$ cat config.mk
export PLATFORM = sky130hd
export DESIGN_NAME = jtag_cmd_decoder
export DESIGN_NICKNAME = d
export VERILOG_FILES = /design/src/rtl/jtag_cmd_decoder.sv
export SDC_FILE = /design/constraint.sdc
export NUM_CORES = 1
export LEC_CHECK = 0
export CORE_ASPECT_RATIO = 1.25
export CORE_UTILIZATION = 49
export DETAILED_ROUTE_END_ITERATION = 12
export GPL_TIMING_DRIVEN = 0
export PLACE_DENSITY_LB_ADDON = 0.12
export SLEW_MARGIN = 20
export SYNTH_ARGS = -nofsm -noshare
export SYNTH_HDL_FRONTEND = slang
export SYNTH_SLANG_ARGS = --single-unit
$ cat constraint.sdc
create_clock -name clk -period 3.3 [get_ports clk]
set_clock_uncertainty 0.05 [all_clocks]
set_input_delay 0.33 -clock clk [delete_from_list [all_inputs] [get_ports clk]]
set_output_delay 0.33 -clock clk [all_outputs]
set_load 0.01 [all_outputs]
$ cat src/rtl/jtag_cmd_decoder.sv
// Frames JTAG command bytes into single-word debug memory accesses and serialises read data back out.
// Optional feature macro: JTAG_CMD_AUTOINC_EN (WRITE_NEXT 0x03 / READ_NEXT 0x04 with address auto-increment).
module jtag_cmd_decoder #(
  parameter int DW = 8,
  parameter int AW = 16,
  parameter int MW = 32
) (
  input  logic          clk,
  input  logic          rst,
  input  logic [DW-1:0] byte_in,
  input  logic          byte_valid,
  input  logic          rd_ack,
  output logic [DW-1:0] rd_byte,
  output logic          mem_req,
  output logic          mem_we,
  output logic [AW-1:0] mem_addr,
  output logic [MW-1:0] mem_wdata,
  input  logic          mem_gnt,
  input  logic          mem_rvalid,
  input  logic [MW-1:0] mem_rdata,
  output logic          busy,
  output logic          err
);

  typedef enum logic [2:0] {
    IDLE    = 3'd0,
    ADDR0   = 3'd1,
    ADDR1   = 3'd2,
    DATA    = 3'd3,
    REQ     = 3'd4,
    WAIT_RD = 3'd5
  } state_t;

  state_t        state, state_nxt;
  logic          op_write, op_write_nxt;
  logic [AW-1:0] addr_asm, addr_asm_nxt;
  logic [MW-1:0] wdata_asm, wdata_asm_nxt;
  logic [1:0]    cnt, cnt_nxt;
  logic [MW-1:0] rbuf, rbuf_nxt;
  logic [1:0]    idx, idx_nxt;
  logic          err_nxt;
  logic          load_req;
  logic [AW-1:0] mem_addr_nxt;
  logic [MW-1:0] mem_wdata_nxt;
  logic          mem_we_nxt;
  logic [DW-1:0] rd_byte_nxt;

  always_comb begin
    state_nxt     = state;
    op_write_nxt  = op_write;
    addr_asm_nxt  = addr_asm;
    wdata_asm_nxt = wdata_asm;
    cnt_nxt       = cnt;
    rbuf_nxt      = rbuf;
    err_nxt       = err;
    load_req      = 1'b0;
    mem_addr_nxt  = mem_addr;
    mem_wdata_nxt = mem_wdata;
    mem_we_nxt    = mem_we;

    if (rd_ack) begin
      idx_nxt = idx + 2'd1;
    end else begin
      idx_nxt = idx;
    end

    case (state)
      IDLE: begin
        if (byte_valid) begin
          case (byte_in)
            8'h00: state_nxt = IDLE;
            8'h01: begin
              op_write_nxt = 1'b1;
              state_nxt    = ADDR0;
            end
            8'h02: begin
              op_write_nxt = 1'b0;
              state_nxt    = ADDR0;
            end
            8'hFF: begin
              err_nxt  = 1'b0;
              rbuf_nxt = {MW{1'b0}};
              idx_nxt  = 2'd0;
            end
`ifdef JTAG_CMD_AUTOINC_EN
            8'h03: begin
              op_write_nxt = 1'b1;
              cnt_nxt      = 2'd0;
              state_nxt    = DATA;
            end
            8'h04: begin
              op_write_nxt = 1'b0;
              load_req     = 1'b1;
              state_nxt    = REQ;
            end
`endif
            default: err_nxt = 1'b1;
          endcase
        end else begin
          state_nxt = IDLE;
        end
      end
      ADDR0: begin
        if (byte_valid) begin
          addr_asm_nxt[7:0] = byte_in;
          state_nxt         = ADDR1;
        end else begin
          state_nxt = ADDR0;
        end
      end
      ADDR1: begin
        if (byte_valid) begin
          addr_asm_nxt[15:8] = byte_in;
          if (op_write) begin
            cnt_nxt   = 2'd0;
            state_nxt = DATA;
          end else begin
            load_req  = 1'b1;
            state_nxt = REQ;
          end
        end else begin
          state_nxt = ADDR1;
        end
      end
      DATA: begin
        if (byte_valid) begin
          wdata_asm_nxt[{cnt, 3'b000} +: 8] = byte_in;
          cnt_nxt = cnt + 2'd1;
          if (cnt == 2'd3) begin
            load_req  = 1'b1;
            state_nxt = REQ;
          end else begin
            state_nxt = DATA;
          end
        end else begin
          state_nxt = DATA;
        end
      end
      REQ: begin
        // Bytes arriving while a request is outstanding cannot be queued.
        if (byte_valid) begin
          err_nxt = 1'b1;
        end else begin
          err_nxt = err;
        end
        if (mem_gnt) begin
          state_nxt = op_write ? IDLE : WAIT_RD;
`ifdef JTAG_CMD_AUTOINC_EN
          addr_asm_nxt = mem_addr + {{(AW-1){1'b0}}, 1'b1};
`endif
        end else begin
          state_nxt = REQ;
        end
      end
      WAIT_RD: begin
        if (byte_valid) begin
          err_nxt = 1'b1;
        end else begin
          err_nxt = err;
        end
        if (mem_rvalid) begin
          rbuf_nxt  = mem_rdata;
          idx_nxt   = 2'd0;
          state_nxt = IDLE;
        end else begin
          state_nxt = WAIT_RD;
        end
      end
      default: state_nxt = IDLE;
    endcase

    if (load_req) begin
      mem_addr_nxt  = addr_asm_nxt;
      mem_wdata_nxt = wdata_asm_nxt;
      mem_we_nxt    = op_write_nxt;
    end else begin
      mem_we_nxt = mem_we;
    end

    rd_byte_nxt = rbuf_nxt[{idx_nxt, 3'b000} +: DW];
  end

  always_ff @(posedge clk) begin
    if (rst) begin
      state     <= IDLE;
      op_write  <= 1'b0;
      addr_asm  <= {AW{1'b0}};
      wdata_asm <= {MW{1'b0}};
      cnt       <= 2'd0;
      rbuf      <= {MW{1'b0}};
      idx       <= 2'd0;
      err       <= 1'b0;
      mem_req   <= 1'b0;
      mem_we    <= 1'b0;
      mem_addr  <= {AW{1'b0}};
      mem_wdata <= {MW{1'b0}};
      busy      <= 1'b0;
      rd_byte   <= {DW{1'b0}};
    end else begin
      state     <= state_nxt;
      op_write  <= op_write_nxt;
      addr_asm  <= addr_asm_nxt;
      wdata_asm <= wdata_asm_nxt;
      cnt       <= cnt_nxt;
      rbuf      <= rbuf_nxt;
      idx       <= idx_nxt;
      err       <= err_nxt;
      mem_req   <= (state_nxt == REQ);
      mem_we    <= mem_we_nxt;
      mem_addr  <= mem_addr_nxt;
      mem_wdata <= mem_wdata_nxt;
      busy      <= (state_nxt != IDLE);
      rd_byte   <= rd_byte_nxt;
    end
  end

endmodule
# == Yosys cells after proc, flatten, opt, wreduce, memory -nomap -nowiden ==
# Index checks and enable logic that the tools add are counted.
# totals
reg_bits,148
inputBits,46
# op_classes
add_sub_neg,3
n_eq_ne,16
n_shift,3
n_reduce_logical,10
n_mux,43
# ops
operator,n
32-bit 2-to-1 mux,5
32-bit case mux with 2 select lines,1
32-bit bitwise mux,1
8-bit 2-to-1 mux,4
"8-bit by 7-bit variable shift with 32-bit output, first input constant",1
32-bit by 6-bit variable part select with 8-bit output,1
8-bit by 7-bit variable part select with 32-bit output,1
3-bit 2-to-1 mux,8
3-bit case mux with 6 select lines,1
2-bit 2-to-1 mux,8
"2-bit inequality test, second input constant",5
"3-bit == test, second input constant",3
"8-bit by 1-bit == test with 1-bit output, second input constant",1
"8-bit by 2-bit == test with 1-bit output, second input constant",1
"8-bit == test, second input constant",1
8-bit logical NOT,1
1-bit 2-to-1 mux,8
1-bit case mux with 2 select lines,4
2-bit case mux with 2 select lines,2
4-bit AND reduction,2
5-bit negation with 7-bit output,1
"3-bit by 2-bit == test with 1-bit output, second input constant",2
3-bit case mux with 2 select lines,1
"2-bit by 1-bit adder with 2-bit output, second input constant",2
other kinds (8),10

# == Depth between registers and ports, before layout ==
# Gate-level depths: netlist (run 1).
# logic_depth
word_depth,6
mapped_depth,8
depth_no_buf,6

# == Least setup slack after synthesis (run 1) ==
# OpenSTA, ideal clock, no wires.
# synth_timing
path_type,input-to-reg
start,input port byte_valid
end,register rd_byte[0]
required_time_ps,3114
path_buffers,3
slack_ps,1339
cell_stages,8
arrival_time_ps,1775
path_cell_list,buf_4 -> nor4b_4 -> nand3_2 -> and2_1 -> buf_2 -> buf_2 -> a222oi_1 -> o22ai_1
# synth_between
elab_chain_cells,3
# synth_rtl
item,line_no,rtl
from (decl),11,"input logic byte_valid,"
32-bit 2-to-1 mux / 2-bit 2-to-1 mux (equally long branches),69,if (byte_valid) begin
32-bit case mux with 2 select lines / 2-bit case mux with 2 select lines (equally long branches),67,case (state)
32-bit by 6-bit variable part select with 8-bit output (*),180,"rd_byte_nxt = rbuf_nxt[{idx_nxt, 3'b000} +: DW];"
to (signal assigned),198,rd_byte <= {DW{1'b0}};
to (signal assigned),213,rd_byte <= rd_byte_nxt;
to (decl),13,"output logic [DW-1:0] rd_byte,"
# Mark *: on every way between the ends. The rest lies on a longest branch, timed or not.
# A chain may end at the register's enable or synchronous reset.

# == Worst setup path after layout (run 1) ==
# layout_timing
start,input port byte_in[4]
end,register rd_byte[4]
# layout_between
elab_chain_cells,5
# layout_rtl
item,line_no,rtl
from (decl),10,"input logic [DW-1:0] byte_in,"
8-bit == test (*),70,case (byte_in)
32-bit 2-to-1 mux / 2-bit 2-to-1 mux (equally long branches),70,
32-bit 2-to-1 mux / 2-bit 2-to-1 mux (equally long branches),69,
32-bit case mux with 2 select lines / 2-bit case mux with 2 select lines (equally long branches),67,
32-bit by 6-bit variable part select with 8-bit output (*),180,
# Marks and branches as above.

==> out/results.tsv, run 1 <==
metric	value	unit
outcome	finished clean	
clock-sinks	148	
p_per_area	525	nW/um2
numCtsBuffers	17	
whs_path_depth	3	
finalCritPeriodShare	83.4	%
ioPinCount	106	
critical_path_class	input port to flip-flop	
fin_crit	2.75	ns
p_leak	2.76	nW
worst_skew_pair.late_latency	0.41	ns
route.met3.wl	894	um
pwr-share-seq	45.4	%
grt_pass1_vias	4981	
coreArea	11200	um2
cts.clk_slew.worst_paths	0.06	ns
yosysWarnings	0	
rrSetupSlack	0.78	ns
num_rows	43	
wl	15200	um
min_to	err	
ir_drop	0.358	mV
crit_buf_inv	3	
synth_cell_type_count	47	
synth-seq-area-share	51.9	%
dp_hpwl	10500	um
cts_buffer_depth	2	
multi_input_area	2520	um2
syn_inst	626	
max_cap_viol_count	0	
reg2reg_depth	7	
drt_pass1_iterations	6	
grt_usage	26.0	%
hp-start	byte_valid	
die_w	98.6	um
r2r_start	state[0]	
syn_area_per_cell	9.13	um2
vias	5109	
top_layer	met4	
clockPowerShare	50.3	%
drcViolationCount	0	
tns	0	ns
cts.hold.buffers_added	0	
cp_max_fo	10	
grt_overflow	0	
final_cell_area	7530	um2
postCtsResizedCells	0	
syn-num-nets	677	
finalHoldViolCount	0	
p_int	3.13	mW
fmax	363	MHz
p_sw_share	20.7	%
fp.dieArea	12100	um2
diodes	0	
antenna_found_initial	0	
cp.arrival	2.97	ns
start_util	50.8	%
r2r-end	rd_byte[4]	
worstPathRequired	3.52	ns
gp_congestion	0.939	
syn_to_final_growth	31.7	%
start_kind	input port	
viasPerCell	5.70	
crit_chain	clkdlybuf4s50_1, and4_1, nand3_2, and2_1, buf_2, buf_2, a222oi_1, o22ai_1	
dpl-instance-area	6910	um2
post_cts_buffers	0	
cts.htree.levels	4	
combinationalPowerShare	4.3	%
drive_gt1_share	7.88	%
worst_pin_slew	0.783	ns
nets	799	
path_common_cell	buf_2	
hp-class	input port to flip-flop	
p_switching	0.818	mW
grt_max_degree	17	
m1WireLength	6040	um
drt_iter0_drc	480	
root_buffer	clkbuf_16	
synthFlopType	dfxtp_1	
postRouteAntennaNets	0	
io_buffers	103	
nFillCells	924	
cts_tree	yes	
rsz0062_at_grt	false	
grt_pass1_wl	24200	um
synth_edf_count	0	
async_flop_share	0	%
crit_slowest_cell	clkdlybuf4s50_1	
relSlewSlack	47.7	%
endpoint_kind	flip-flop	
dr_wl_met2	7570	um
critPathTopFamily	buffers and inverters	
cp-startpoint	byte_in[4]	
wl_per_cell	17.0	um
dieHeight	123	um
register_area	2960	um2
finalMaxSlewViolations	0	
final-setup-viol-count	0	
cpPeakStageDelay	0.82	ns
synthesis.area	5710	um2
synth.ff_latch_count	148	
-- worst reg2reg max path: stages, from the launching register on --
cell      delay [ns]
dfxtp_1         0.40
nor4b_4         0.39
nand3_2         0.24
and2_1          0.20
buf_2           0.16
buf_2           0.19
a222oi_1        0.56
o22ai_1         0.18
-- Yosys cell counts (all sizes together), types with 2 or more instances --
master,number,area (um2)
nor3b,5,37.5
a21oi,54,270
or2,2,12.5
a211oi,50,375
dfxtp,148,2960
nor3,2,10.0
o21ai,3,15.0
nor2,120,455
buf,21,106
nand3,2,15.0
and2,6,37.5
and4,2,17.5
o22ai,8,50.1
a31oi,2,12.5
inv,6,22.5
a22oi,16,120
ha,5,62.6
clkbuf,26,97.6
and4b,2,20.0
mux2i,17,170
nor2b,21,131
a222oi,16,160
nand2,39,149
a31o,2,17.5
and3,32,200
xnor2,2,17.5
o21bai,2,15.0
-- power groups by stage --
stage,clock [mW],sequential [mW],combinational [mW]
6_report,1.98,1.79,0.170
5_1_grt,2.08,1.79,0.179
4_1_cts,1.99,1.79,0.167
3_5_place_dp,0,1.83,0.167
3_3_place_gp,0,1.83,0.164
2_1_floorplan,0,1.83,0.0675
-- worst max path at each step --
stage	endpoint	cells after the start	slack, ns
6_report	rd_byte[4]	8	0.55
2_1_floorplan	rd_byte[0]	8	1.34
5_1_grt	rd_byte[3]	8	0.52
3_3_place_gp	rd_byte[3]	8	0.24
4_1_cts	rd_byte[3]	8	0.63
3_5_place_dp	rd_byte[3]	8	0.21
-- logic make-up after synthesis --
group	synth area share, %
simple gates	20.1
compound gates	19.6
flops	51.9
buf+inv	3.96
mux	2.98
fa+ha+maj	1.09
xor+xnor	0.460
-- metal layers --
layer | vias up | GRT usage (%)
li1 | 2472 | -
met2 | 208 | 46.8
met5 | - | 0
met3 | 49 | 6.21
met1 | 2380 | 27.8
met4 | 0 | 15.6
-- stage by stage --
step	setup WS [ns]	power, mW	instances	hold WS [ns]	util (%)
after global routing	0.524	4.05	896	0.261	66.9
after CTS	0.628	3.96	896	0.236	66.9
after global placement	0.242	2.00	864	0.406	61.5
after detailed placement	0.206	2.00	864	0.417	61.5
final	0.547	3.95	896	0.257	66.9
after floorplan	1.34	1.90	626	0.395	-
-- final cells by class --
class / instances / area share, %
Buffer: 47 / 2.71
Inverter: 6 / 0.299
Clock buffer: 24 / 6.53
Tap cell: 135 / 2.24
Sequential cell: 148 / 39.4
Timing Repair Buffer: 103 / 13.7
Multi-Input combinational cell: 425 / 33.5
Clock inverter: 8 / 1.61
-- sequential cells by signal (all words and copies together) (netlist names) --
register   count
mem_we         1
cnt            2
rd_byte        8
wdata_asm     32
addr_asm      16
mem_addr      16
mem_wdata     32
err            1
state          3
mem_req        1
busy           1
idx            2
op_write       1
rbuf          32
-- placed cells by master (no fill, tap or decap), types with 4 or more instances in the layout --
cell type / Yosys / layout
a21oi_1: 54 / 54
and2_1: 6 / 6
and3_1: 32 / 32
ha_1: 5 / 5
clkbuf_8: 0 / 4
nor2_1: 118 / 118
dfxtp_1: 148 / 148
a222oi_1: 16 / 16
a211oi_1: 50 / 50
a22oi_1: 16 / 16
inv_1: 6 / 6
nor2b_1: 21 / 21
buf_2: 19 / 19
clkbuf_16: 0 / 17
o22ai_1: 8 / 8
nand2_1: 38 / 38
clkdlybuf4s50_1: 0 / 103
nor3b_1: 5 / 5
mux2i_1: 17 / 17
clkbuf_1: 26 / 29
Power figures use the tool's default switching activity.
==> run 2, diff against run 1 <==
clock period = 2.85 ns   (was 3.3 ns; I/O delays follow)
==> results of run 2 <==
Same layout as run 1 (identical final DEF). Status: finished clean.
Among the figures that moved: setup slack after placement 0.206 ns -> -0.199 ns; setup slack after layout 0.547 ns -> 0.142 ns; hold slack 0.257 ns -> 0.212 ns; register-to-register setup slack 0.78 ns -> 0.33 ns; total power 3.95 mW -> 4.57 mW; worst IR drop on VDD 0.358 mV -> 0.415 mV
==> run 3, diff against run 2 <==
CORE_ASPECT_RATIO = not set   (was 1.25)
SLEW_MARGIN = 0   (was 20)
==> run 3 against run 2 <==
Clock-buffer cell count decreased by 1. Critical path type unchanged. Fmax grew 7.0%. Die area barely moved. Wire length rose by 3.2%.
==> out/results.tsv, run 3 (synthesis gave the netlist of run 1 again) <==
metric	value	unit
cp.arrival	2.75	ns
hp-class	input port to flip-flop	
ir_drop	0.417	mV
nets	799	
finalHoldViolCount	0	
wl_per_cell	17.4	um
postRouteAntennaNets	0	
die_w	110	um
critical_path_class	input port to flip-flop	
path_common_cell	buf_2	
final_cell_mix	dfxtp_1 (148), nor2_1 (118), clkdlybuf4s50_1 (103)	
p_leak	2.81	nW
grt_max_degree	17	
dpl-instance-area	6920	um2
tns	0	ns
clock-sinks	148	
max_cap_viol_count	0	
post_cts_buffers	0	
grt_overflow	0	
postCtsResizedCells	0	
viasPerCell	5.75	
wl	15700	um
grt_pass1_vias	5031	
p_per_area	639	nW/um2
syn_to_final_growth	33.3	%
cp_max_fo	10	
diodes	0	
crit_chain	clkdlybuf4s50_1, and4_1, nand3_2, and2_1, buf_2, buf_2, a222oi_1, o22ai_1	
relSlewSlack	51.7	%
hp-start	byte_valid	
dpl.cell_count	872	
coreArea	11400	um2
fp.dieArea	12100	um2
worst_pin_slew	0.724	ns
antenna_found_initial	0	
finalMaxSlewViolations	0	
endpoint_kind	flip-flop	
rsz0062_at_grt	false	
worst_skew_pair.late_latency	0.42	ns
grt_usage	27.4	%
final_cell_area	7620	um2
drt_pass1_iterations	7	
crit_slowest_cell	clkdlybuf4s50_1	
root_buffer	clkbuf_16	
ioPinCount	106	
start_kind	input port	
finalCritPeriodShare	88.8	%
start_util	50.3	%
final-setup-viol-count	0	
cts.hold.buffers_added	0	
outcome	finished clean	
gp_congestion	0.812	
cpPeakStageDelay	0.79	ns
num_rows	39	
drt_iter0_drc	386	
largestRegisters	mem_wdata: 32 flops, rbuf: 32 flops, wdata_asm: 32 flops	
cts_tree	yes	
fin_cells	904	
cp-startpoint	byte_in[6]	
fin_crit	2.53	ns
drcViolationCount	0	
vias	5200	
cts.clk_slew.worst_paths	0.06	ns
cts.htree.levels	4	
worstPathRequired	3.07	ns
numCtsBuffers	17	
grt_pass1_wl	24600	um
fmax	395	MHz
dp_hpwl	10900	um
cts_buffer_depth	2	
r2r_start	state[0]	
dieHeight	110	um
layout_commonest_cell	dfxtp_1	
io_buffers	103	
drive_gt1_share	8.15	%
run 3: cell types whose count changed in the layout (fill, tap and decap cells not counted), sizes merged:
cell / previous run / this run
clkinvlp: 1 / 0
clkbuf: 50 / 49
inv: 7 / 6
bufinv: 3 / 6
run 3: path summary, 6_finish.rpt:
check / slack [ns] / end / cells past startpoint
max: 0.32 / rd_byte[1] / 8
min: 0.21 / state[1] / 3
max reg2reg: 0.42 / rd_byte[1] / 7
min reg2reg: 0.42 / wdata_asm[15] / 2
run 3: layout make-up:
class	instances	area (um2)
plain buffers	47	204
clock buffers	23	498
clock inverters	9	195
fillers	956	3750
inverters	6	22.5
multi-input cells	425	2520
flip-flops and latches	148	2960
well taps	143	179
repair buffers	103	1030
run 3: metal layers:
layer | share of wire, % | track usage, % | wire length (um)
met5 | 0 | 0 | 0
met4 | 3.5 | 14.8 | 549
met3 | 6.1 | 6.06 | 962
met2 | 49 | 45.0 | 7650
met1 | 42 | 33.4 | 6540
run 3: per-stage QoR:
step           util [%]  setup slack (ns)  total power [mW]  hold slack [ns]
2_1_floorplan         -             0.934              2.20            0.371
3_3_place_gp       60.9           0.00766              2.31            0.412
3_5_place_dp       60.9           -0.0622              2.32            0.415
4_1_cts            67.0             0.388              4.88            0.199
5_1_grt            67.0             0.284              4.98            0.213
6_report           67.0             0.318              4.86            0.209
run 3: power breakdown:
group	internal (mW)	switching, mW
registers	2.07	0.00255
logic	0.0815	0.118
clock network	1.75	0.835
run 3: worst max-delay path: cells and delay by family:
| kind | cells | cell delay (ns) |
|---|---|---|
| compound gates | 2 | 0.62 |
| buf+inv | 3 | 1.13 |
| simple gates | 3 | 0.71 |
